### src/rtl/writeback_arbiter_pkg.sv
// ---------------------------------------------------------------------------
// writeback_arbiter_pkg
// Shared core types for the writeback stage and the LSU.
//   REG_ADDR_W : width of a register-file address (32 architectural regs)
//   XLEN       : datapath width
//   NUM_REGS   : number of architectural registers
//   wb_entry_t : one pending register write {rd, data}
//   reg_onehot : decodes a register address into a NUM_REGS-wide one-hot mask
// ---------------------------------------------------------------------------
package writeback_arbiter_pkg;

   localparam int REG_ADDR_W = 5;
   localparam int XLEN       = 32;
   localparam int NUM_REGS   = 32;

   typedef struct packed {
      logic [REG_ADDR_W-1:0] rd;
      logic [XLEN-1:0]       data;
   } wb_entry_t;

   // One-hot decode of a destination register, used to build hazard masks.
   function automatic logic [NUM_REGS-1:0] reg_onehot(input logic [REG_ADDR_W-1:0] rd);
      reg_onehot     = '0;
      reg_onehot[rd] = 1'b1;
   endfunction

endpackage

### src/rtl/writeback_arbiter_fifo.sv
// ---------------------------------------------------------------------------
// wb_fifo
// Circular buffer of DEPTH wb_entry_t records holding LSU results that lost
// arbitration for the register-file write port.
// Ports:
//   clk, rst     : clock and synchronous active-high reset
//   push         : enqueue push_entry (ignored when full)
//   push_entry   : entry to enqueue
//   pop          : drop the head entry (ignored when empty)
//   head         : oldest entry
//   count        : number of stored entries
//   full, empty  : occupancy flags
//   entries      : raw storage, slot i of the circular buffer
//   entry_valid  : bit i set when slot i currently holds a queued entry
// DEPTH must be a power of two so the pointers wrap by natural overflow.
// ---------------------------------------------------------------------------
module wb_fifo
   import writeback_arbiter_pkg::*;
#(
   parameter  int DEPTH = 4,
   localparam int PTR_W = $clog2(DEPTH),
   localparam int CNT_W = $clog2(DEPTH + 1)
) (
   input  logic                  clk,
   input  logic                  rst,
   input  logic                  push,
   input  wb_entry_t             push_entry,
   input  logic                  pop,
   output wb_entry_t             head,
   output logic [CNT_W-1:0]      count,
   output logic                  full,
   output logic                  empty,
   output wb_entry_t [DEPTH-1:0] entries,
   output logic [DEPTH-1:0]      entry_valid
);

   wb_entry_t        mem [DEPTH];
   logic [PTR_W-1:0] wr_ptr;
   logic [PTR_W-1:0] rd_ptr;
   logic             do_push;
   logic             do_pop;

   assign full    = (count == CNT_W'(DEPTH));
   assign empty   = (count == '0);
   assign do_push = push && !full;
   assign do_pop  = pop && !empty;
   assign head    = mem[rd_ptr];

   // Pointer and occupancy bookkeeping. A simultaneous push and pop leaves
   // the count unchanged while both pointers move forward one slot.
   always_ff @(posedge clk) begin
      if (rst) begin
         wr_ptr <= '0;
         rd_ptr <= '0;
         count  <= '0;
      end else begin
         if (do_push) begin
            wr_ptr <= wr_ptr + PTR_W'(1);
         end
         if (do_pop) begin
            rd_ptr <= rd_ptr + PTR_W'(1);
         end
         count <= count + CNT_W'(do_push) - CNT_W'(do_pop);
      end
   end

   // Payload storage carries no reset; occupancy alone decides what is live.
   always_ff @(posedge clk) begin
      if (do_push) begin
         mem[wr_ptr] <= push_entry;
      end
   end

   // A slot is live when its distance from the read pointer, measured
   // modulo DEPTH, is smaller than the number of stored entries.
   for (genvar i = 0; i < DEPTH; i++) begin : g_slot
      logic [PTR_W-1:0] offset;
      assign offset         = PTR_W'(i) - rd_ptr;
      assign entry_valid[i] = (CNT_W'(offset) < count);
      assign entries[i]     = mem[i];
   end

endmodule

### src/rtl/writeback_arbiter.sv
// ---------------------------------------------------------------------------
// writeback_arbiter
// Owns the single write port of the 32x32 register file and merges the ALU
// result stream (highest priority, no backpressure) with the LSU result
// stream (valid/ready). LSU results that cannot be written immediately are
// parked in wb_fifo; decode sees their destinations through pending_mask.
// Ports:
//   clk, rst                    : clock, synchronous active-high reset
//   alu_valid/alu_rd/alu_data   : ALU result for this cycle
//   lsu_valid/lsu_rd/lsu_data   : offered LSU result
//   lsu_ready                   : LSU result accepted this cycle
//   reg_write/write_reg/write_data : register-file write port
//   pipe_stall                  : registered; upstream must hold alu_valid low
//   pending_mask                : bit r set when a queued entry targets r
// ---------------------------------------------------------------------------
module writeback_arbiter
   import writeback_arbiter_pkg::*;
#(
   parameter int DEPTH = 4
) (
   input  logic                  clk,
   input  logic                  rst,
   input  logic                  alu_valid,
   input  logic [REG_ADDR_W-1:0] alu_rd,
   input  logic [XLEN-1:0]       alu_data,
   input  logic                  lsu_valid,
   output logic                  lsu_ready,
   input  logic [REG_ADDR_W-1:0] lsu_rd,
   input  logic [XLEN-1:0]       lsu_data,
   output logic                  reg_write,
   output logic [REG_ADDR_W-1:0] write_reg,
   output logic [XLEN-1:0]       write_data,
   output logic                  pipe_stall,
   output logic [NUM_REGS-1:0]   pending_mask
);

   localparam int CNT_W = $clog2(DEPTH + 1);

   wb_entry_t             fifo_head;
   wb_entry_t             lsu_entry;
   wb_entry_t             win;
   wb_entry_t [DEPTH-1:0] fifo_entries;
   logic [DEPTH-1:0]      fifo_valid;
   logic [CNT_W-1:0]      fifo_count;
   logic [CNT_W-1:0]      next_count;
   logic                  fifo_full;
   logic                  fifo_empty;
   logic                  fifo_push;
   logic                  fifo_pop;
   logic                  win_valid;
   logic                  bypass;
   logic                  stall_q;
   logic [NUM_REGS-1:0]   queued_mask;

   assign lsu_entry = '{rd: lsu_rd, data: lsu_data};

   wb_fifo #(.DEPTH(DEPTH)) u_fifo (
      .clk         (clk),
      .rst         (rst),
      .push        (fifo_push),
      .push_entry  (lsu_entry),
      .pop         (fifo_pop),
      .head        (fifo_head),
      .count       (fifo_count),
      .full        (fifo_full),
      .empty       (fifo_empty),
      .entries     (fifo_entries),
      .entry_valid (fifo_valid)
   );

   // Readiness only looks at current occupancy, so a full buffer refuses new
   // results even in a cycle where it is draining its head.
   assign lsu_ready = !rst && !fifo_full;

   // Write-port arbitration: ALU first, then the oldest queued LSU result,
   // then a direct LSU bypass when nothing is queued. Nothing wins in reset.
   always_comb begin
      win_valid = 1'b0;
      win       = '0;
      fifo_pop  = 1'b0;
      bypass    = 1'b0;
      if (!rst) begin
         if (alu_valid) begin
            win_valid = 1'b1;
            win       = '{rd: alu_rd, data: alu_data};
         end else if (!fifo_empty) begin
            win_valid = 1'b1;
            win       = fifo_head;
            fifo_pop  = 1'b1;
         end else if (lsu_valid) begin
            win_valid = 1'b1;
            win       = lsu_entry;
            bypass    = 1'b1;
         end
      end
   end

   // Any accepted LSU result that did not go straight to the register file
   // has to wait its turn in the buffer.
   assign fifo_push = lsu_valid && lsu_ready && !bypass;

   // x0 is hardwired to zero, so a winning rd of 0 is consumed silently and
   // the write port is parked at all-zeros whenever it is idle.
   always_comb begin
      reg_write  = win_valid && (win.rd != '0);
      write_reg  = reg_write ? win.rd   : '0;
      write_data = reg_write ? win.data : '0;
   end

   // Stall is raised one entry before the buffer is full, giving the ALU
   // result already in flight in the rising cycle somewhere to go.
   assign next_count = fifo_count + CNT_W'(fifo_push) - CNT_W'(fifo_pop);

   always_ff @(posedge clk) begin
      if (rst) begin
         stall_q <= 1'b0;
      end else begin
         stall_q <= (next_count >= CNT_W'(DEPTH - 1));
      end
   end

   assign pipe_stall = stall_q && !rst;

   // Hazard mask covers queued entries only; bypassed and ALU writes land in
   // the register file the same cycle and never need to be waited on.
   always_comb begin
      queued_mask = '0;
      for (int i = 0; i < DEPTH; i++) begin
         if (fifo_valid[i]) begin
            queued_mask = queued_mask | reg_onehot(fifo_entries[i].rd);
         end
      end
      queued_mask[0] = 1'b0;
   end

   assign pending_mask = rst ? '0 : queued_mask;

   // Upstream may still present one ALU result in the cycle stall rises, but
   // never once stall has been visible for a full cycle.
   assert property (@(posedge clk) disable iff (rst)
      (pipe_stall && $past(pipe_stall)) |-> !alu_valid)
      else $error("alu_valid asserted while pipe_stall held");

   // An offered LSU result should stay offered until it is taken.
   assert property (@(posedge clk) disable iff (rst)
      (lsu_valid && !lsu_ready) |=> lsu_valid)
      else $warning("lsu_valid withdrawn before handshake");

endmodule
### config.mk
export PLATFORM = sky130hd
export DESIGN_NAME = writeback_arbiter
export DESIGN_NICKNAME = d
export VERILOG_FILES = /design/src/rtl/writeback_arbiter_pkg.sv /design/src/rtl/writeback_arbiter_fifo.sv /design/src/rtl/writeback_arbiter.sv
export SDC_FILE = /design/constraint.sdc
export NUM_CORES = 1
export LEC_CHECK = 0
export ABC_CLOCK_PERIOD_IN_PS = 5050
export BUFFER_PORTS_ARGS = -buffer_cell sky130_fd_sc_hd__buf_4
export CORE_ASPECT_RATIO = 1.75
export CORE_MARGIN = 2
export CORE_UTILIZATION = 56
export CTS_BUF_LIST = sky130_fd_sc_hd__clkbuf_16
export CTS_CLUSTER_DIAMETER = 30
export CTS_CLUSTER_SIZE = 14
export DETAILED_ROUTE_END_ITERATION = 10
export PLACE_DENSITY = 0.77
export SYNTH_ARGS = -nofsm -noshare
export SYNTH_HDL_FRONTEND = slang
export SYNTH_SLANG_ARGS = --single-unit
### constraint.sdc
create_clock -name clk -period 5.05 [get_ports clk]
set_input_delay 1.515 -clock clk [delete_from_list [all_inputs] [get_ports clk]]
set_output_delay 1.515 -clock clk [all_outputs]
set_load 0.01 [all_outputs]
* Yosys cells after proc, flatten, opt, wreduce, memory -nomap -nowiden *
Memories as Yosys holds them, arrays and structs flattened. A register that Yosys moved wholly into a read port is not among the register bits.
Index checks and enable logic that the tools add are counted.

storage, ports and cells
  flip-flop bits (word level) = 8
  bits in writable memories = 148
  output and inout port bits = 72
  memories = 1
  logic and storage cells = 82
  input bits = 78

cells by class
  order comparisons = 13
  muxes and demuxes = 33
  $add $sub $neg = 10
  equality and inequality tests = 1
  reductions and logical operators = 17
  bitwise logic cells = 3

memories
  memory      depth  width  rd ports  clocked after Yosys merged registers in  write ports  RTL line                      RTL
  u_fifo.mem  4      37     5         1                                        1            writeback_arbiter_fifo.sv:37  wb_entry_t mem [DEPTH];

operator list
  cell                                                                    count
  32-bit two-way mux                                                      6
  37-bit two-way mux                                                      4
  32-bit bitwise OR                                                       3
  5-bit by 6-bit < comparator with 1-bit output (second input constant)   4
  1-bit demux with 5-bit select                                           4
  5-bit by 1-bit >= comparator with 1-bit output (second input constant)  4
  1-bit two-way mux                                                       16
  2-bit by 3-bit < comparator with 1-bit output                           4
  1-bit logical AND                                                       11
  3-bit by 1-bit adder with 3-bit output                                  2
  3-bit by 1-bit subtractor with 3-bit output                             2
  5-bit two-way mux                                                       1
  5-bit nonzero test                                                      1
  2-bit by 1-bit adder with 2-bit output (second input constant)          2
  1-bit logical NOT                                                       4
  2-bit two-way mux                                                       2
  1-bit by 2-bit subtractor with 2-bit output (first input constant)      2
  2-bit subtractor (first input constant)                                 2
  3-bit equality test (second input constant)                             1
  3-bit by 2-bit >= comparator with 1-bit output (second input constant)  1
  3-bit logical NOT                                                       1

* Depth between registers and ports, before layout *
An unclocked memory read counts as a cell.

  depth in word-level cells = 13
  mapped depth = 10

* Modules after synthesis *
A second synthesis with hierarchy kept.

second synthesis, totals
  cells, all modules = 637
  area total of the unflattened synthesis = 8,234.1 µm²

modules (own cells, without submodules)
  module             times used  area each (µm²)  cells an instance
  wb_fifo            1           5,993.2          262
  writeback_arbiter  1           2,240.9          375

* Worst setup path before layout *
No wires, ideal clock.

  path kind = input -> output
  start point = input rst
  end point = output write_data[3]
  setup slack = 0.498 ns
  required time = 3.535 ns
  arrival = 3.037 ns
  stages = 6
  cell sequence = clkbuf_1 > nor4b_2 > a221o_1 > nor4_4 > buf_6 > a21oi_1

between the ends
  longest elaborated chain between the ends = 4
  elaborated cells between the ends (all ways) = 5
  those cells by class = mux (3); reduce/logical (2)

RTL lines
  element                 RTL line                  RTL
  start: declaration      writeback_arbiter.sv:22   input logic rst,
  37-bit two-way mux      writeback_arbiter.sv:82   if (!rst) begin
  5-bit nonzero test      writeback_arbiter.sv:105  reg_write = win_valid && (win.rd != '0);
  1-bit logical AND       writeback_arbiter.sv:105
  32-bit two-way mux (*)  writeback_arbiter.sv:107  write_data = reg_write ? win.data : '0;
  end: declaration        writeback_arbiter.sv:32   output logic [XLEN-1:0] write_data,

Mark *: on every way between the ends. The rest lies on a longest branch, timed or not.

* Final worst setup path *
  start point = input rst
  end point = output write_data[0]

The elaborated chain is that of the path after synthesis.

==> results.md <==
* Status: completed
* Vias at 6671
* Netlist cell types at 43
* Synth Flop Type: edfxtp_1
* Postcts setup bufs at 0
* Fin Hold WS at 0.580 ns
* FP Rows at 58
* Initial antenna violation count at 2
* Final worst setup slack at 0.270 ns
* Clock sink count at 158
* GP Congestion at 1.07
* Layout Skew at 0.0119 ns
* Sequential cell area at 4650 sq um
* Final nets at 878
* Comb pwr share at 36.1%
* Post-route ant nets at 0
* Port Buffers at 148
* CP bufs+invs at 4
* Area of the core at 14200 sq um
* Reg2reg end: u_fifo.mem[2][4]
* Clk_lat worst skew at 0.42 ns
* Pre-CTS WS at 0.306 ns
* Routed wire per std cell at 27.0 um
* Placed cells at 947
* Reg power frac at 35.9%
* R2r startpoint: u_fifo.count[1]
* Yosys warnings at 0
* Crit path from: rst
* Reg2reg setup slack at 2.31 ns
* Fillers at 977
* Switching share of total power at 35.3%
* Global-route wire length before repair at 39.6 mm
* TNS Setup at 0 ns
* Final Critical Period at 4.78 ns
* Routed WL at 26.5 mm
* FF+latch count, synth at 158
* Sequential area share after synthesis at 57.4%
* EDFF count, synth at 148
* CTS root buf: clkbuf_16
* Setup crit end kind: output port
* Synth Cell Area at 8100 sq um
* Most frequent cells in the layout: 177 x buf_4, 148 x edfxtp_1, 128 x a21oi_1
* Max-Cap Viols at 0
* Dpl hpwl at 17.3 mm
* Most common cell after layout, fill and taps aside: buf_4
* Setup crit start kind: primary input
* Worst EP arrival at 3.27 ns
* Clk buf depth at 2
* Power Density at 439 nW/um^2
* Cells on worst reg2reg path at 5
* Required @ worst endpoint at 3.54 ns
* Crit Path Class: in2out
* Slew @ Worst Pin at 0.936 ns
* Drt pass-1 iters at 6
* Initial Util at 56.9%
* Clock network power share at 28.0%
* Total grt overflow at 0
* Layout area overhead at 24.3%
* Crit path depth at 8
* CP Capture Point: write_data[0]
* Die area at 15500 sq um
* Count of hold buffers inserted by post-cts repair at 0
* Die height at 163 um
* CTS Buf Count at 17
* CP peak stage delay at 0.37 ns
* # setup viols final at 0
* Final Hold Fails at 0
* Type of the worst min-delay path: reg2reg
* Async set or reset register ratio after synthesis at 0%
* Cell mode on critical path: buf_4
* Layout Cells excl Fill at 981
* Cell count after synthesis at 636
* Critical-path maximum fanout at 33
* Mean area per synthesized cell at 12.7 sq um
* Via-to-Cell Ratio at 6.80
* Maximum number of pins on one net before global-route repair at 50
* Die Span X at 94.9 um
* IO Pins at 150
* Leakage Power at 3.56 nW
* Residual DRC at 0
* CP top delay family: buffers and inverters
* Total net switching power at 1.56 mW
* Post-Syn Nets at 728
* DRT iter0 DRCs at 716
* RSZ-0062 raised after global routing: false
* Vias in the first global route at 6769
* Number of cells on the worst hold path at 2
* P_int at 2.86 mW
* CTS tree: done
* Multi-input logic area at 3180 sq um
* Final Cycle Share at 94.7%
* Overall Power at 4.42 mW
* Share of cells above drive strength 1 at 32.4%
* Resized cells post-CTS at 0
* Max_slew headroom at 37.5%
* Worst-path cell chain: buf_4 -> nor3_1 -> buf_4 -> a221o_1 -> nor4_4 -> buf_12 -> a21oi_1 -> buf_4
* Critical path's slowest cell: a221o_1
* Slew Limit Fails at 0
* H-tree levels at 4
* Clock-pin slew on the worst setup and hold paths at 0.06 ns
* Worst VDD drop at 378 uV
* Max Clock Freq at 209 MHz
* Gr usage total at 35.6%
through the flow:
stage,util (%),area [sq um]
floorplan,-,8100
global route,70.7,10100
global placement,66.7,9480
finish,70.7,10100
CTS,70.7,10100
detailed placement,66.7,9480
tightest hold or removal path, stage by stage, from the launching register on:
cell and delay [ns]:
dfxtp_1 0.33, inv_1 0.11, o31ai_1 0.09
worst min path at each step:
stage	slack, ns	startpoint	to
after CTS	0.57	u_fifo.wr_ptr[1]	u_fifo.wr_ptr[1]
after global placement	0.53	u_fifo.wr_ptr[1]	u_fifo.wr_ptr[1]
after detailed placement	0.57	u_fifo.wr_ptr[1]	u_fifo.wr_ptr[1]
final	0.58	u_fifo.wr_ptr[1]	u_fifo.wr_ptr[1]
after floorplan	0.51	u_fifo.wr_ptr[1]	u_fifo.wr_ptr[1]
after global routing	0.61	u_fifo.wr_ptr[1]	u_fifo.wr_ptr[1]
cells in the mapped netlist (3+ instances only):
| cell | count | share of area, % |
|---|---|---|
| clkbuf_1 | 28 | 1.3 |
| and3b_1 | 7 | 0.76 |
| and3_1 | 3 | 0.23 |
| nor2_1 | 9 | 0.42 |
| inv_1 | 17 | 0.79 |
| xnor2_1 | 4 | 0.43 |
| a31oi_1 | 3 | 0.23 |
| a221o_1 | 4 | 0.49 |
| nand2_1 | 41 | 1.9 |
| ha_1 | 12 | 1.9 |
| nor3_1 | 7 | 0.43 |
| a22oi_1 | 46 | 4.3 |
| buf_1 | 10 | 0.46 |
| nor3b_1 | 14 | 1.3 |
| edfxtp_1 | 148 | 55 |
| nor2b_1 | 8 | 0.62 |
| dfxtp_1 | 10 | 2.5 |
| a21oi_2 | 3 | 0.32 |
| a21oi_1 | 128 | 7.9 |
| a211oi_1 | 8 | 0.74 |
| a32oi_1 | 16 | 1.7 |
| buf_6 | 4 | 0.56 |
| nand3_1 | 32 | 2.0 |
| mux4_2 | 37 | 10 |
| buf_2 | 5 | 0.31 |
| and2_1 | 9 | 0.70 |
layer usage:
layer  share of wire (%)  GRT usage [%]  wire, um
met5                   0              0         0
met1                  32           40.0      8530
met3                 9.3           10.3      2470
met2                  53           58.8     14000
met4                 5.7           21.6      1520
layout make-up:
| class | count | area share, % |
|---|---|---|
| repair buffers | 179 | 13.6 |
| inverters | 18 | 0.671 |
| clock inverters | 15 | 1.47 |
| multi-input cells | 412 | 31.6 |
| diodes | 2 | 0.0497 |
| flip-flops and latches | 158 | 46.2 |
| clock buffers | 17 | 4.23 |
| well taps | 180 | 2.24 |
power groups by stage:
| stage | logic, mW | clock network [mW] | registers, mW |
|---|---|---|---|
| floorplan | 0.987 | 0 | 1.58 |
| global placement | 1.51 | 0 | 1.60 |
| detailed placement | 1.55 | 0 | 1.61 |
| CTS | 1.57 | 1.25 | 1.59 |
| global route | 1.71 | 1.29 | 1.59 |
| finish | 1.60 | 1.24 | 1.59 |
flip-flops by register name, indices dropped and copies added (netlist names), named ones only:
name           flops
stall_q            1
u_fifo.count       3
u_fifo.wr_ptr      2
u_fifo.mem       148
u_fifo.rd_ptr      2
logic make-up after synthesis:
group,count (synthesis),share of synthesized area (%)
compound gates,218,16.7
other cells,1,0.0463
simple gates,136,9.09
buf+inv,66,3.55
fa+ha+maj,14,2.35
xor+xnor,6,0.649
flops,158,57.4
mux,37,10.3
Note: power is estimated with default switching activity, not from simulation.
